--- src/rtl/tmds_decoder.sv ---
// tmds_decoder: receive-side TMDS channel decoder (one instance per colour channel).
// Aligns the raw 10-bit deserializer output using control-token runs in blanking,
// then decodes each aligned word into 8b video data or a 2b control code.
// Optional build macro: TMDS_DECODER_DISPCHK_EN enables a running-disparity check.
//
// Ports:
//   clk_pixel    in   pixel clock, single clock domain
//   reset        in   asynchronous, active-high reset
//   raw_in       in   10-bit deserialized word, bit 0 earliest on the wire
//   vd_out       out  decoded video data (valid when vde_out = 1)
//   cd_out       out  decoded control code, {vsync,hsync} on blue (valid when vde_out = 0)
//   vde_out      out  1 = data word decoded, 0 = control token decoded
//   locked       out  symbol alignment acquired
//   align_sel    out  current bit offset into {raw_in, raw_prev}, 0..9
//   disp_err     out  one-cycle disparity error pulse (0 unless macro defined)
//   disp_err_cnt out  saturating disparity error count (0 unless macro defined)
//
// state  | meaning
// SEARCH | stepping through offsets, waiting for a run of LOCK_TOKENS tokens
// LOCKED | offset frozen; drops back to SEARCH after SEARCH_WINDOW token-free cycles
module tmds_decoder #(
   parameter int LOCK_TOKENS   = 16,
   parameter int SEARCH_WINDOW = 1024,
   parameter int MAX_DISP      = 12
) (
   input  logic       clk_pixel,
   input  logic       reset,
   input  logic [9:0] raw_in,
   output logic [7:0] vd_out,
   output logic [1:0] cd_out,
   output logic       vde_out,
   output logic       locked,
   output logic [3:0] align_sel,
   output logic       disp_err,
   output logic [7:0] disp_err_cnt
);

   localparam int CW = (SEARCH_WINDOW > 2) ? $clog2(SEARCH_WINDOW) : 1;
   localparam logic [CW-1:0] WIN_LAST = CW'(SEARCH_WINDOW - 1);
   localparam logic [CW-1:0] RUN_LAST = CW'(LOCK_TOKENS - 1);

   if (LOCK_TOKENS < 1 || SEARCH_WINDOW <= LOCK_TOKENS || MAX_DISP < 1) begin : g_bad_cfg
      $error("tmds_decoder: inconsistent parameter set");
   end

   typedef enum logic {SEARCH = 1'b0, LOCKED = 1'b1} state_t;

   state_t        state, state_nxt;
   logic [9:0]    raw_prev;
   logic [19:0]   window_sh;
   logic [9:0]    word;
   logic          is_token;
   logic [1:0]    code;
   logic [7:0]    d, q;
   logic [CW-1:0] run_cnt, run_nxt, win_cnt, win_nxt;
   logic [3:0]    sel_nxt;

   always_comb begin
      window_sh = {raw_in, raw_prev} >> align_sel;
      word      = window_sh[9:0];
   end

   always_comb begin
      is_token = 1'b1;
      code     = 2'b00;
      case (word)
         10'b1101010100: code = 2'b00;
         10'b0010101011: code = 2'b01;
         10'b0101010100: code = 2'b10;
         10'b1010101011: code = 2'b11;
         default:        is_token = 1'b0;
      endcase
   end

   always_comb begin
      d    = word[9] ? ~word[7:0] : word[7:0];
      q    = '0;
      q[0] = d[0];
      for (int i = 1; i < 8; i++)
         q[i] = word[8] ? (d[i] ^ d[i-1]) : ~(d[i] ^ d[i-1]);
   end

   always_comb begin
      state_nxt = state;
      sel_nxt   = align_sel;
      run_nxt   = is_token ? run_cnt + CW'(1) : '0;
      win_nxt   = win_cnt + CW'(1);
      case (state)
         SEARCH: begin
            // Lock takes priority over a window expiring on the same cycle.
            if (is_token && run_cnt == RUN_LAST) begin
               state_nxt = LOCKED;
               run_nxt   = '0;
               win_nxt   = '0;
            end else if (win_cnt == WIN_LAST) begin
               sel_nxt = (align_sel == 4'd9) ? 4'd0 : align_sel + 4'd1;
               run_nxt = '0;
               win_nxt = '0;
            end
         end
         LOCKED: begin
            if (is_token) begin
               win_nxt = '0;
            end else if (win_cnt == WIN_LAST) begin
               state_nxt = SEARCH;
               run_nxt   = '0;
               win_nxt   = '0;
            end
         end
         default: state_nxt = SEARCH;
      endcase
   end

   always_ff @(posedge clk_pixel or posedge reset) begin
      if (reset) begin
         state     <= SEARCH;
         raw_prev  <= '0;
         align_sel <= '0;
         run_cnt   <= '0;
         win_cnt   <= '0;
         locked    <= 1'b0;
         vd_out    <= '0;
         cd_out    <= '0;
         vde_out   <= 1'b0;
      end else begin
         state     <= state_nxt;
         raw_prev  <= raw_in;
         align_sel <= sel_nxt;
         run_cnt   <= run_nxt;
         win_cnt   <= win_nxt;
         locked    <= (state_nxt == LOCKED);
         if (is_token) begin
            vde_out <= 1'b0;
            cd_out  <= code;
         end else begin
            vde_out <= 1'b1;
            vd_out  <= q;
         end
      end
   end

`ifdef TMDS_DECODER_DISPCHK_EN
   logic signed [5:0] acc, acc_next, acc_abs;
   logic [3:0]        ones;
   logic              err_nxt;

   always_comb begin
      ones = '0;
      for (int i = 0; i < 10; i++)
         ones = ones + 4'(word[i]);
      acc_next = acc + $signed(6'(ones)) - 6'sd5;
      acc_abs  = acc_next[5] ? -acc_next : acc_next;
      err_nxt  = !is_token && ($unsigned(acc_abs) > 6'(MAX_DISP));
   end

   always_ff @(posedge clk_pixel or posedge reset) begin
      if (reset) begin
         acc          <= '0;
         disp_err     <= 1'b0;
         disp_err_cnt <= '0;
      end else if (is_token) begin
         acc      <= '0;
         disp_err <= 1'b0;
      end else if (err_nxt) begin
         acc      <= '0;
         disp_err <= 1'b1;
         if (disp_err_cnt != 8'hFF)
            disp_err_cnt <= disp_err_cnt + 8'd1;
      end else begin
         acc      <= acc_next;
         disp_err <= 1'b0;
      end
   end
`else
   assign disp_err     = 1'b0;
   assign disp_err_cnt = '0;
`endif

endmodule

--- config.mk ---
export PLATFORM = sky130hd
export DESIGN_NAME = tmds_decoder
export DESIGN_NICKNAME = d
export VERILOG_FILES = /design/src/rtl/tmds_decoder.sv
export SDC_FILE = /design/constraint.sdc
export NUM_CORES = 1
export LEC_CHECK = 0
export CELL_PAD_IN_SITES_DETAIL_PLACEMENT = 1
export CELL_PAD_IN_SITES_GLOBAL_PLACEMENT = 1
export CORE_ASPECT_RATIO = 1.75
export CORE_UTILIZATION = 47
export CTS_CLUSTER_DIAMETER = 80
export CTS_CLUSTER_SIZE = 25
export DETAILED_ROUTE_END_ITERATION = 16
export PLACE_DENSITY_LB_ADDON = 0.2
export SYNTH_ARGS = -nofsm -noshare
export SYNTH_HDL_FRONTEND = slang
export SYNTH_SLANG_ARGS = --single-unit
--- constraint.sdc ---
create_clock -name clk_pixel -period 8.7 [get_ports clk_pixel]
set_clock_uncertainty 0.2 [all_clocks]
set_input_delay 1.74 -clock clk_pixel [delete_from_list [all_inputs] [get_ports clk_pixel]]
set_output_delay 1.74 -clock clk_pixel [all_outputs]
set_load 0.005 [all_outputs]
==> results.json <==
{
  "status": "finished clean",
  "internal-power_w": 0.000337,
  "areaGrowthSynthToFinish_pct": 12.8,
  "cts_num_sinks": 46,
  "place_congestion": 0.862,
  "cts.root.buffer_cell": "clkbuf_8",
  "grt_setup_unrepaired": "false",
  "finalCritPeriodShare_pct": 61.8,
  "switching_share_pct": 24.2,
  "ios": 37,
  "post_cts_buffers": 0,
  "grt_pass1_vias": 2294,
  "synth_seq_cells": 46,
  "cp_data_arrival_time_ns": 5.36,
  "start_kind": "input port",
  "yosysWarningCount": 0,
  "setup_viol": 0,
  "hpwl_um": 4920,
  "ys_seq_area_share_pct": 39.2,
  "r2r_slack_ns": 4.33,
  "worst_pin_slew_ns": 0.991,
  "comb_power_share_pct": 12.7,
  "wirelength_um": 6510,
  "totalNegativeSetupSlack_ns": 0,
  "nNetsFinal": 329,
  "avgSynthCellArea_um2": 10.3,
  "drv_cap": 0,
  "setup_ws_ns": 3.33,
  "p_sw_w": 0.000108,
  "holdBufCountCts": 0,
  "endpoint_kind": "flip-flop",
  "drc": 0,
  "muxShareOfSynthArea_pct": 18.9,
  "worstPathCellList": "clkdlybuf4s50_1 -> mux2i_1 -> mux4_2 -> a21oi_1 -> ha_1 -> nand4_1 -> mux2_2 -> o21ai_2 -> inv_1 -> nor2_1 -> nor2_1",
  "clock_latency_ns": 0.32,
  "synth_cell_types": 41,
  "cts_tree": "done",
  "worst_ep_required_time_ns": 8.68,
  "synth-compound-area-share_pct": 7.42,
  "worstHoldStart": "run_cnt[0]",
  "drtIter0Drc": 100,
  "crit_buf_inv": 2,
  "synth_edf_count": 0,
  "row_count": 37,
  "start_util_pct": 49.1,
  "clkSlewWorstSetupHoldPaths_ns": 0.08,
  "crit_path_start": "raw_in[3]",
  "chipWidth_um": 61.7,
  "wl_per_cell_um": 16.9,
  "worstReg2RegEnd": "win_cnt[4]",
  "critPathMaxFanout": 23,
  "holdWs_ns": 0.259,
  "synth-adder-area-share_pct": 4.26,
  "grt_pass1_wl_um": 11100,
  "crit_path_frequent_cell": "nor2_1",
  "grt_max_degree": 47,
  "vias_per_cell": 5.54,
  "leakagePower_nw": 1.38,
  "seqPwrFrac_pct": 51.1,
  "slew_violations": 0,
  "vias": 2137,
  "synth_xor_area_share_pct": 8.66,
  "grt_use_total_pct": 23.3,
  "pre_cts_ws_ns": 2.95,
  "slowest_stage": "o21ai_2",
  "async_flop_share_pct": 100,
  "clock_path_buffers": 2,
  "whs_path_depth": 1,
  "antenna_cells": 0,
  "worst_r2r_path_depth": 13,
  "finalHoldViolCount": 0,
  "antenna_found_initial": 0,
  "portBuffers": 27,
  "ir_worst_vdd_mv": 0.112,
  "die_h_um": 107,
  "coreArea_mm2": 0.00597,
  "netlist_area_mm2": 0.00293,
  "cts_resized": 0,
  "worstSetupPathType": "in -> reg",
  "synthSimpleGateAreaFrac_pct": 14.7,
  "cp_top_family": "multiplexers",
  "max_freq_mhz": 186,
  "hold_path_class": "reg -> reg",
  "crit_cells": 11,
  "power_density_mw_per_mm2": 134,
  "gr-total-overflow": 0,
  "layout-drive-gt1-share_pct": 11.7,
  "numCtsBuffers": 5,
  "holdPathEnd": "run_cnt[0]",
  "firstDrtPassIters": 4,
  "min_period_ns": 5.37,
  "synth_top_family_by_area": "multiplexers",
  "htreeDepth": 2,
  "synth_top_flop_cell": "dfrtp_1",
  "nFillCells": 661,
  "dp_cells": 378,
  "antenna_left": 0,
  "power.share.clock_pct": 36.2,
  "crit_path_max_incr_delay_ns": 0.63,
  "r2r_start": "align_sel[0]",
  "finalNonFillerCells": 386,
  "dieArea_mm2": 0.00657,
  "relSlewSlack_pct": 33.8,
  "synthCells": 284
}
==> layer usage <==
metal	wire (um)	part of all wire [%]	vias to the layer above	global-route usage, %
li1	-	-	1003	-
met3	157	2.4	13	4.01
met5	0	0	-	0
met4	177	2.7	0	10.0
met2	3700	57	34	41.3
met1	2470	38	1087	25.9
==> worst register-to-register path, stage by stage (launching register included) <==
cell,delay [ns]
dfrtp_1,0.57
buf_4,0.34
mux4_2,0.53
and2_1,0.17
a311oi_1,0.30
a21oi_1,0.15
inv_1,0.10
ha_1,0.14
nand4_1,0.12
mux2_2,0.30
o21ai_2,0.63
inv_1,0.26
nor2_1,0.33
nor2_1,0.09
==> power groups by stage <==
stage	Combinational [W]	Clock [W]	Sequential, W
after detailed placement	0.0000573	0	0.000232
final	0.0000565	0.000161	0.000228
after floorplan	0.0000315	0	0.000231
after global routing	0.0000630	0.000174	0.000229
after global placement	0.0000559	0	0.000232
after CTS	0.0000577	0.000168	0.000228
==> through the flow <==
stage	utilization (%)	instance area (um^2)	power, W
floorplan	-	2960	0.000263
global placement	53.6	3200	0.000287
detailed placement	53.6	3200	0.000289
CTS	55.4	3310	0.000453
global route	55.4	3310	0.000466
finish	55.4	3310	0.000445
==> layout make-up <==
cell class | instances | area, um^2 | share of cell area [%]
flip-flops and latches | 46 | 1150 | 34.8
clock buffers | 5 | 68.8 | 2.08
inverters | 14 | 52.6 | 1.59
clock inverters | 3 | 40.0 | 1.21
multi-input cells | 211 | 1620 | 48.8
well taps | 78 | 97.6 | 2.95
repair buffers | 29 | 285 | 8.62
==> cell usage in the layout (no fill, tap or decap), types with 2 or more instances in the layout <==
cell type,n
o21ai_1,4
nand3_1,8
and2_1,5
o21ai_0,9
dfrtp_1,46
buf_4,2
nor3_1,2
conb_1,9
xor2_1,9
nor2b_1,4
nand3b_1,2
nor2_1,35
clkbuf_8,5
nand4_1,2
nand2b_1,2
nand2_1,24
clkdlybuf4s50_1,27
a21oi_1,10
o22a_1,2
mux2i_1,16
clkinv_2,2
inv_1,13
mux4_2,14
ha_1,10
mux2_2,5
o21ai_2,3
xnor2_1,20
and3_1,3
==> registers in the layout, summed over array words and instances (netlist names) <==
register   count
vde_out        1
vd_out         8
state          1
run_cnt       10
win_cnt       10
cd_out         2
raw_prev      10
align_sel      4
==> cells by family after synthesis <==
kind of cell               count (synthesis)
and+or+nand+nor                           92
DFF                                       46
adders and majority gates                 10
xor gates and xnor gates                  29
buffers and inverters                     35
other                                      1
AOI/OAI and AO/OA                         35
muxes                                     36
==> synth_stat cells, drive strengths merged, types with 4 or more instances <==
cell type	instances	area (um^2)
nand3	8	40.0
xnor2	20	175
nor2b	4	25.0
inv	14	52.6
mux4	14	315
nand2	24	90.1
and2	5	31.3
o21ai	16	91.3
mux2	5	56.3
dfrtp	46	1150
xor2	9	78.8
a21oi	10	50.1
ha	10	125
nor2	35	131
mux2i	17	183
buf	18	134
==> how the worst max path moves through the flow <==
stage	endpoint	slack [ns]
5_1_grt	win_cnt[4]	2.97
4_1_cts	win_cnt[4]	3.27
2_1_floorplan	cd_out[1]	4.47
6_report	win_cnt[4]	3.33
3_3_place_gp	win_cnt[8]	3.02
3_5_place_dp	win_cnt[4]	2.95
Power figures use the tool's default switching activity.
